`src/rtl/fft_pease_twiddle_sequencer.sv`:
```
`default_nettype none
// ============================================================================
// Module : fft_pease_twiddle_sequencer
// Brief  : Writable sine table streaming per-stage Pease FFT twiddles,
//          LANES per beat, over a val/rdy handshake.
// Rev    : 1.0
// ============================================================================
module fft_pease_twiddle_sequencer #(
    parameter int BIT_WIDTH  = 16,
    parameter int DECIMAL_PT = 8,
    parameter int SIZE_FFT   = 32,
    parameter int LANES      = 4
) (
    input  logic                                 clk,
    input  logic                                 reset,
    input  logic                                 tbl_we,
    input  logic [$clog2(SIZE_FFT)-1:0]          tbl_addr,
    input  logic [BIT_WIDTH-1:0]                 tbl_data,
    input  logic                                 start,
    input  logic                                 inverse,
    output logic                                 busy,
    output logic                                 tw_val,
    input  logic                                 tw_rdy,
    output logic [LANES*BIT_WIDTH-1:0]           tw_real,
    output logic [LANES*BIT_WIDTH-1:0]           tw_imag,
    output logic [$clog2($clog2(SIZE_FFT)):0]    tw_stage,
    output logic                                 tw_last_stage,
    output logic                                 tw_last
);

    localparam int c_AW = $clog2(SIZE_FFT);
    localparam int c_L  = c_AW;
    localparam int c_B  = SIZE_FFT / (2 * LANES);
    localparam int c_SW = $clog2(c_L) + 1;
    localparam int c_BW = (c_B > 1) ? $clog2(c_B) : 1;
    localparam logic [BIT_WIDTH-1:0] c_ONE = BIT_WIDTH'(1) << DECIMAL_PT;

    typedef enum logic [0:0] {
        S_IDLE   = 1'b0,
        S_STREAM = 1'b1
    } state_t;

    state_t r_state, w_state_n;

    logic [BIT_WIDTH-1:0]       r_tbl [SIZE_FFT];
    logic [c_SW-1:0]            r_stage, w_nstage;
    logic [c_BW-1:0]            r_beat, w_nbeat;
    logic                       r_val, r_last_stage, r_last, r_inv;
    logic [LANES*BIT_WIDTH-1:0] r_real, r_imag, w_real_n, w_imag_n;
    logic                       w_fire, w_load, w_inv, w_last_stage_n, w_last_n;
    int                         w_sh, w_bidx;
    logic [c_AW-1:0]            w_tidx;
    logic [BIT_WIDTH-1:0]       w_sin;

    assign busy          = (r_state == S_STREAM);
    assign tw_val        = r_val;
    assign tw_real       = r_real;
    assign tw_imag       = r_imag;
    assign tw_stage      = r_stage;
    assign tw_last_stage = r_last_stage;
    assign tw_last       = r_last;

    assign w_fire = r_val & tw_rdy;
    assign w_load = ((r_state == S_IDLE) & start) | (w_fire & ~r_last);
    assign w_inv  = (r_state == S_IDLE) ? inverse : r_inv;

    // Table is deliberately outside the reset domain so contents survive reset.
    always_ff @(posedge clk) begin
        if (tbl_we && (r_state == S_IDLE)) begin
            r_tbl[tbl_addr] <= tbl_data;
        end
    end

    always_ff @(posedge clk) begin
        if (reset) r_state <= S_IDLE;
        else       r_state <= w_state_n;
    end

    always_comb begin
        w_state_n = r_state;
        case (r_state)
            S_IDLE:   if (start)            w_state_n = S_STREAM;
            S_STREAM: if (w_fire && r_last) w_state_n = S_IDLE;
            default:                        w_state_n = S_IDLE;
        endcase
    end

    // Index of the beat about to be loaded into the output registers.
    always_comb begin
        w_nstage = r_stage;
        w_nbeat  = r_beat;
        if (r_state == S_IDLE) begin
            w_nstage = '0;
            w_nbeat  = '0;
        end else if (r_beat == c_BW'(c_B - 1)) begin
            w_nstage = r_stage + c_SW'(1);
            w_nbeat  = '0;
        end else begin
            w_nbeat  = r_beat + c_BW'(1);
        end
        w_last_stage_n = (w_nbeat == c_BW'(c_B - 1));
        w_last_n       = w_last_stage_n && (w_nstage == c_SW'(c_L - 1));
    end

    always_comb begin
        w_real_n = '0;
        w_imag_n = '0;
        w_bidx   = 0;
        w_tidx   = '0;
        w_sin    = '0;
        w_sh     = (int'(w_nstage) >= c_L) ? 0 : (c_L - 1 - int'(w_nstage));
        for (int k = 0; k < LANES; k++) begin
            w_bidx = (int'(w_nbeat) * LANES + k) >> w_sh;
            w_tidx = c_AW'(w_bidx << w_sh);
            if (w_nstage == '0) begin
                w_real_n[k*BIT_WIDTH +: BIT_WIDTH] = c_ONE;
            end else begin
                w_real_n[k*BIT_WIDTH +: BIT_WIDTH] = r_tbl[w_tidx + c_AW'(SIZE_FFT / 4)];
                w_sin = r_tbl[w_tidx + c_AW'(SIZE_FFT / 2)];
                w_imag_n[k*BIT_WIDTH +: BIT_WIDTH] = w_inv ? (-w_sin) : w_sin;
            end
        end
    end

    always_ff @(posedge clk) begin
        if (reset) begin
            r_val        <= 1'b0;
            r_stage      <= '0;
            r_beat       <= '0;
            r_real       <= '0;
            r_imag       <= '0;
            r_last_stage <= 1'b0;
            r_last       <= 1'b0;
            r_inv        <= 1'b0;
        end else if (w_load) begin
            r_val        <= 1'b1;
            r_stage      <= w_nstage;
            r_beat       <= w_nbeat;
            r_real       <= w_real_n;
            r_imag       <= w_imag_n;
            r_last_stage <= w_last_stage_n;
            r_last       <= w_last_n;
            if (r_state == S_IDLE) r_inv <= inverse;
        end else if (w_fire) begin
            r_val        <= 1'b0;
            r_stage      <= '0;
            r_beat       <= '0;
            r_real       <= '0;
            r_imag       <= '0;
            r_last_stage <= 1'b0;
            r_last       <= 1'b0;
        end
    end

endmodule
`default_nettype wire

```
`config.mk`:
```
export PLATFORM = sky130hd
export DESIGN_NAME = fft_pease_twiddle_sequencer
export DESIGN_NICKNAME = d
export VERILOG_FILES = /design/src/rtl/fft_pease_twiddle_sequencer.sv
export SDC_FILE = /design/constraint.sdc
export NUM_CORES = 1
export LEC_CHECK = 0
export ABC_AREA = 1
export BUFFER_PORTS_ARGS = -buffer_cell sky130_fd_sc_hd__buf_2
export CAP_MARGIN = 0
export CORE_MARGIN = 4
export CORE_UTILIZATION = 40
export DETAILED_ROUTE_END_ITERATION = 6
export GPL_TIMING_DRIVEN = 0
export HOLD_SLACK_MARGIN = 0.06
export PLACE_DENSITY_LB_ADDON = 0.25
export SLEW_MARGIN = 20
export SYNTH_ARGS = -nofsm -noshare
export SYNTH_HDL_FRONTEND = slang
export SYNTH_SLANG_ARGS = --single-unit
```
`constraint.sdc`:
```
create_clock -name clk -period 6.7 [get_ports clk]
set_input_delay 0.67 -clock clk [delete_from_list [all_inputs] [get_ports clk]]
set_output_delay 0.67 -clock clk [all_outputs]
set_load 0.01 [all_outputs]
```
==> results.toml <==
[final_layout]
area_growth_syn_to_layout_pct = 15.7
n_fill_cell = 6370
design_area_sq_um = 30100
drive_gt1_share_pct = 14.8
multiInputGateArea_sq_um = 9920
post-route-util_pct = 46.8
ff_latch_area_sq_um = 14300
final_nets = 3294

[sta]
timing.final.crit_share_pct = 76.5
fmax_mhz = 195
fin_worst_skew_ns = 0.0310
worst_slack_ns = 1.57
rsz0062_at_grt = "no"
tightest_slew_ns = 1.14
setup_violations = 0
slew_headroom_pct = 23.1
final_max_slew_viol_count = 0
finalHoldViolations = 0
tns_ns = 0
fin_crit_ns = 5.13

[drt]
drcViolationCount = 21
ant_nets = 0
via_per_inst = 5.72
firstDrtPassIters = 7
wl_per_cell_um = 27.9
vias = 23783
drtIter0Drc = 3354
wirelength_um = 116000

[placed_design]
portBuffers = 161
dp_slack_ns = 1.84
hpwl_um = 87400
placed_area_sq_um = 28300
gp_congestion = 1.05

[yosys]
yosys_most_used_dff = "edfxtp_1"
synth_simple_gate_area_share_pct = 23.5
synth_edf_count = 384
yosys-top-cells-count = "nand2_1 (995), edfxtp_1 (384), nand3_1 (275)"
synthAdderAreaFrac_pct = 0.432
avgSynthCellArea_sq_um = 8.62
synth_top_family_by_area = "simple AND/OR/NAND/NOR gates"
synth.distinct_cells = 51
async_reset_ff_share_pct = 0
synth_xor_area_share_pct = 0.639
synth_mux_area_share_pct = 0.307
ys_ff_latch = 523
syn-instance-count = 3022
ys_seq_area_share_pct = 54.9
synth_nets = 3058
synth_area_leaders = "edfxtp_1 (44%), nand2_1 (14%), dfxtp_1 (11%), nand3_1 (5.3%), o21ai_0 (3.8%)"
synth.most_common_cell = "nand2_1"
synth_top_area_cell = "edfxtp_1"
synth_area_sq_um = 26100
synth_compound_area_share_pct = 12.7
yosysTopAreaCellShare_pct = 44.2
yosysWarnings = 0

[power_and_ir_drop]
p_leak_nw = 12.4
seqPwrFrac_pct = 50.7
switchingPower_mw = 1.58
power_density_nw_per_um2 = 229
internal_power_mw = 5.33
pwr-share-comb_pct = 4.2
swShare_pct = 22.9
total_power_mw = 6.91
ir_drop_mv = 0.219
p_clk_share_pct = 45.1

[die]
boundaryPins = 163
start_util_pct = 40.4
rows = 93
die_y_um = 263
die-area_sq_um = 69300
core_area_sq_um = 64500
die_w_um = 263

[grt]
antenna_found_initial = 4
grt_use_total_pct = 32.1
grt_start_max_net_pins = 25
grt_pass1_vias = 21344
grt_pass1_wl_um = 161000
grt-ovfl-total = 0

[clock_network]
htreeDepth = 2
clk_latency_ns = 0.63
cts_max_path_buffers = 3
cts_resized = 0
clock-root-buffer = "clkbuf_16"
clk_pin_slew_ns = 0.06
clock-sinks = 523
cts_tree = "yes"
holdBufCountCts = 0
post_cts_buffers = 0
numCtsBuffers = 56

[worst_setup_path]
setup.worst_path.class = "register to register"
slowest_delay_ns = 0.58
timing.rr.end = "tw_imag[58]"
crit_path_start_kind = "register"
arrival_ns = 5.68
crit_start = "r_beat[0]"
cp_common_cell = "nand3_1"
r2r_cells = 27
r2r_start = "r_beat[0]"
cp-end-kind = "register"
critPathMaxFanout = 10
slowest_stage = "clkbuf_1"
endpoint = "tw_imag[58]"
required_ns = 7.25
r2r_setup_slack_ns = 1.57

[status]
violations = "design-rule violations"
status = "finished with violations"

[flow_run]
cap_violations = 0

[hold_path]
hold_class = "primary input to register"
-- through the flow --
stage               instances  hold slack, ns
CTS                      4157           0.343
floorplan                3022           0.449
global placement         4038           0.451
detailed placement       4055           0.452
global route             4158           0.372
finish                   4160           0.360
-- worst min path at each step --
| stage | startpoint | endpoint | slack, ns | cells past startpoint |
|---|---|---|---|---|
| finish | start | busy | 0.36 | 3 |
| global route | start | busy | 0.37 | 3 |
| CTS | start | busy | 0.34 | 3 |
| detailed placement | tw_imag[30] | tw_imag[30] | 0.45 | 2 |
| global placement | tw_imag[47] | tw_imag[47] | 0.45 | 2 |
| floorplan | r_beat[1] | r_beat[1] | 0.45 | 2 |
-- cell usage in the layout (no fill, tap or decap), types with 17 or more instances in the layout --
cell / netlist / layout
o211ai_1: 98 / 98
o21ai_1: 40 / 40
buf_6: 18 / 28
nor2_2: 12 / 25
nand2_1: 995 / 995
nand3_1: 275 / 275
inv_1: 228 / 228
buf_4: 21 / 22
o21ai_0: 198 / 198
nand4_1: 21 / 21
clkbuf_1: 60 / 69
dfxtp_1: 139 / 139
clkbuf_16: 0 / 58
nor2_1: 93 / 69
edfxtp_1: 384 / 384
buf_2: 80 / 241
o221ai_1: 17 / 17
a21oi_1: 180 / 180
buf_1: 18 / 18
-- sequential cells by signal (all words and copies together) (netlist names) --
register and flops:
r_tbl 384, tw_imag 64, tw_real 64, tw_stage 4
r_beat 2, busy 1, r_inv 1, tw_last 1
tw_last_stage 1, tw_val 1
-- critical path, delay by kind of cell, from the launching register on --
family | cells | cell delay [ns]
DFF | 1 | 0.36
buffers and inverters | 6 | 1.13
adders and majority gates | 3 | 0.65
and+or+nand+nor | 17 | 2.71
AOI/OAI and AO/OA | 1 | 0.19
-- metal layers --
layer	part of all wire (%)	up-vias	track usage, %	wire, um
met5	0	-	0	0
met4	5.1	0	13.9	5880
met3	12	218	7.93	13600
met2	42	1501	47.4	48900
met1	41	11339	45.1	47600
li1	-	10725	-	-
-- logic make-up after synthesis --
group	after synthesis
buf+inv	436
xor+xnor	19
simple gates	1453
compound gates	574
mux	8
flops	523
fa+ha+maj	9
-- final cells by class --
type | instances | share of cell area [%]
antenna | 3 | 0.0249
multi-input combinational | 2063 | 32.9
timing repair buffer | 178 | 3.50
sequential | 523 | 47.5
clock buffer | 76 | 5.28
inverter | 239 | 2.98
clock inverter | 26 | 0.760
buffer | 197 | 3.50
tap | 855 | 3.55
-- power groups by stage --
stage               Sequential (mW)  Combinational [mW]  Clock [mW]
detailed placement             3.57               0.288           0
finish                         3.50               0.293        3.11
CTS                            3.50               0.289        3.12
floorplan                      3.57               0.140           0
global placement               3.57               0.279           0
global route                   3.50               0.314        3.26
Note: power is estimated with default switching activity, not from simulation.
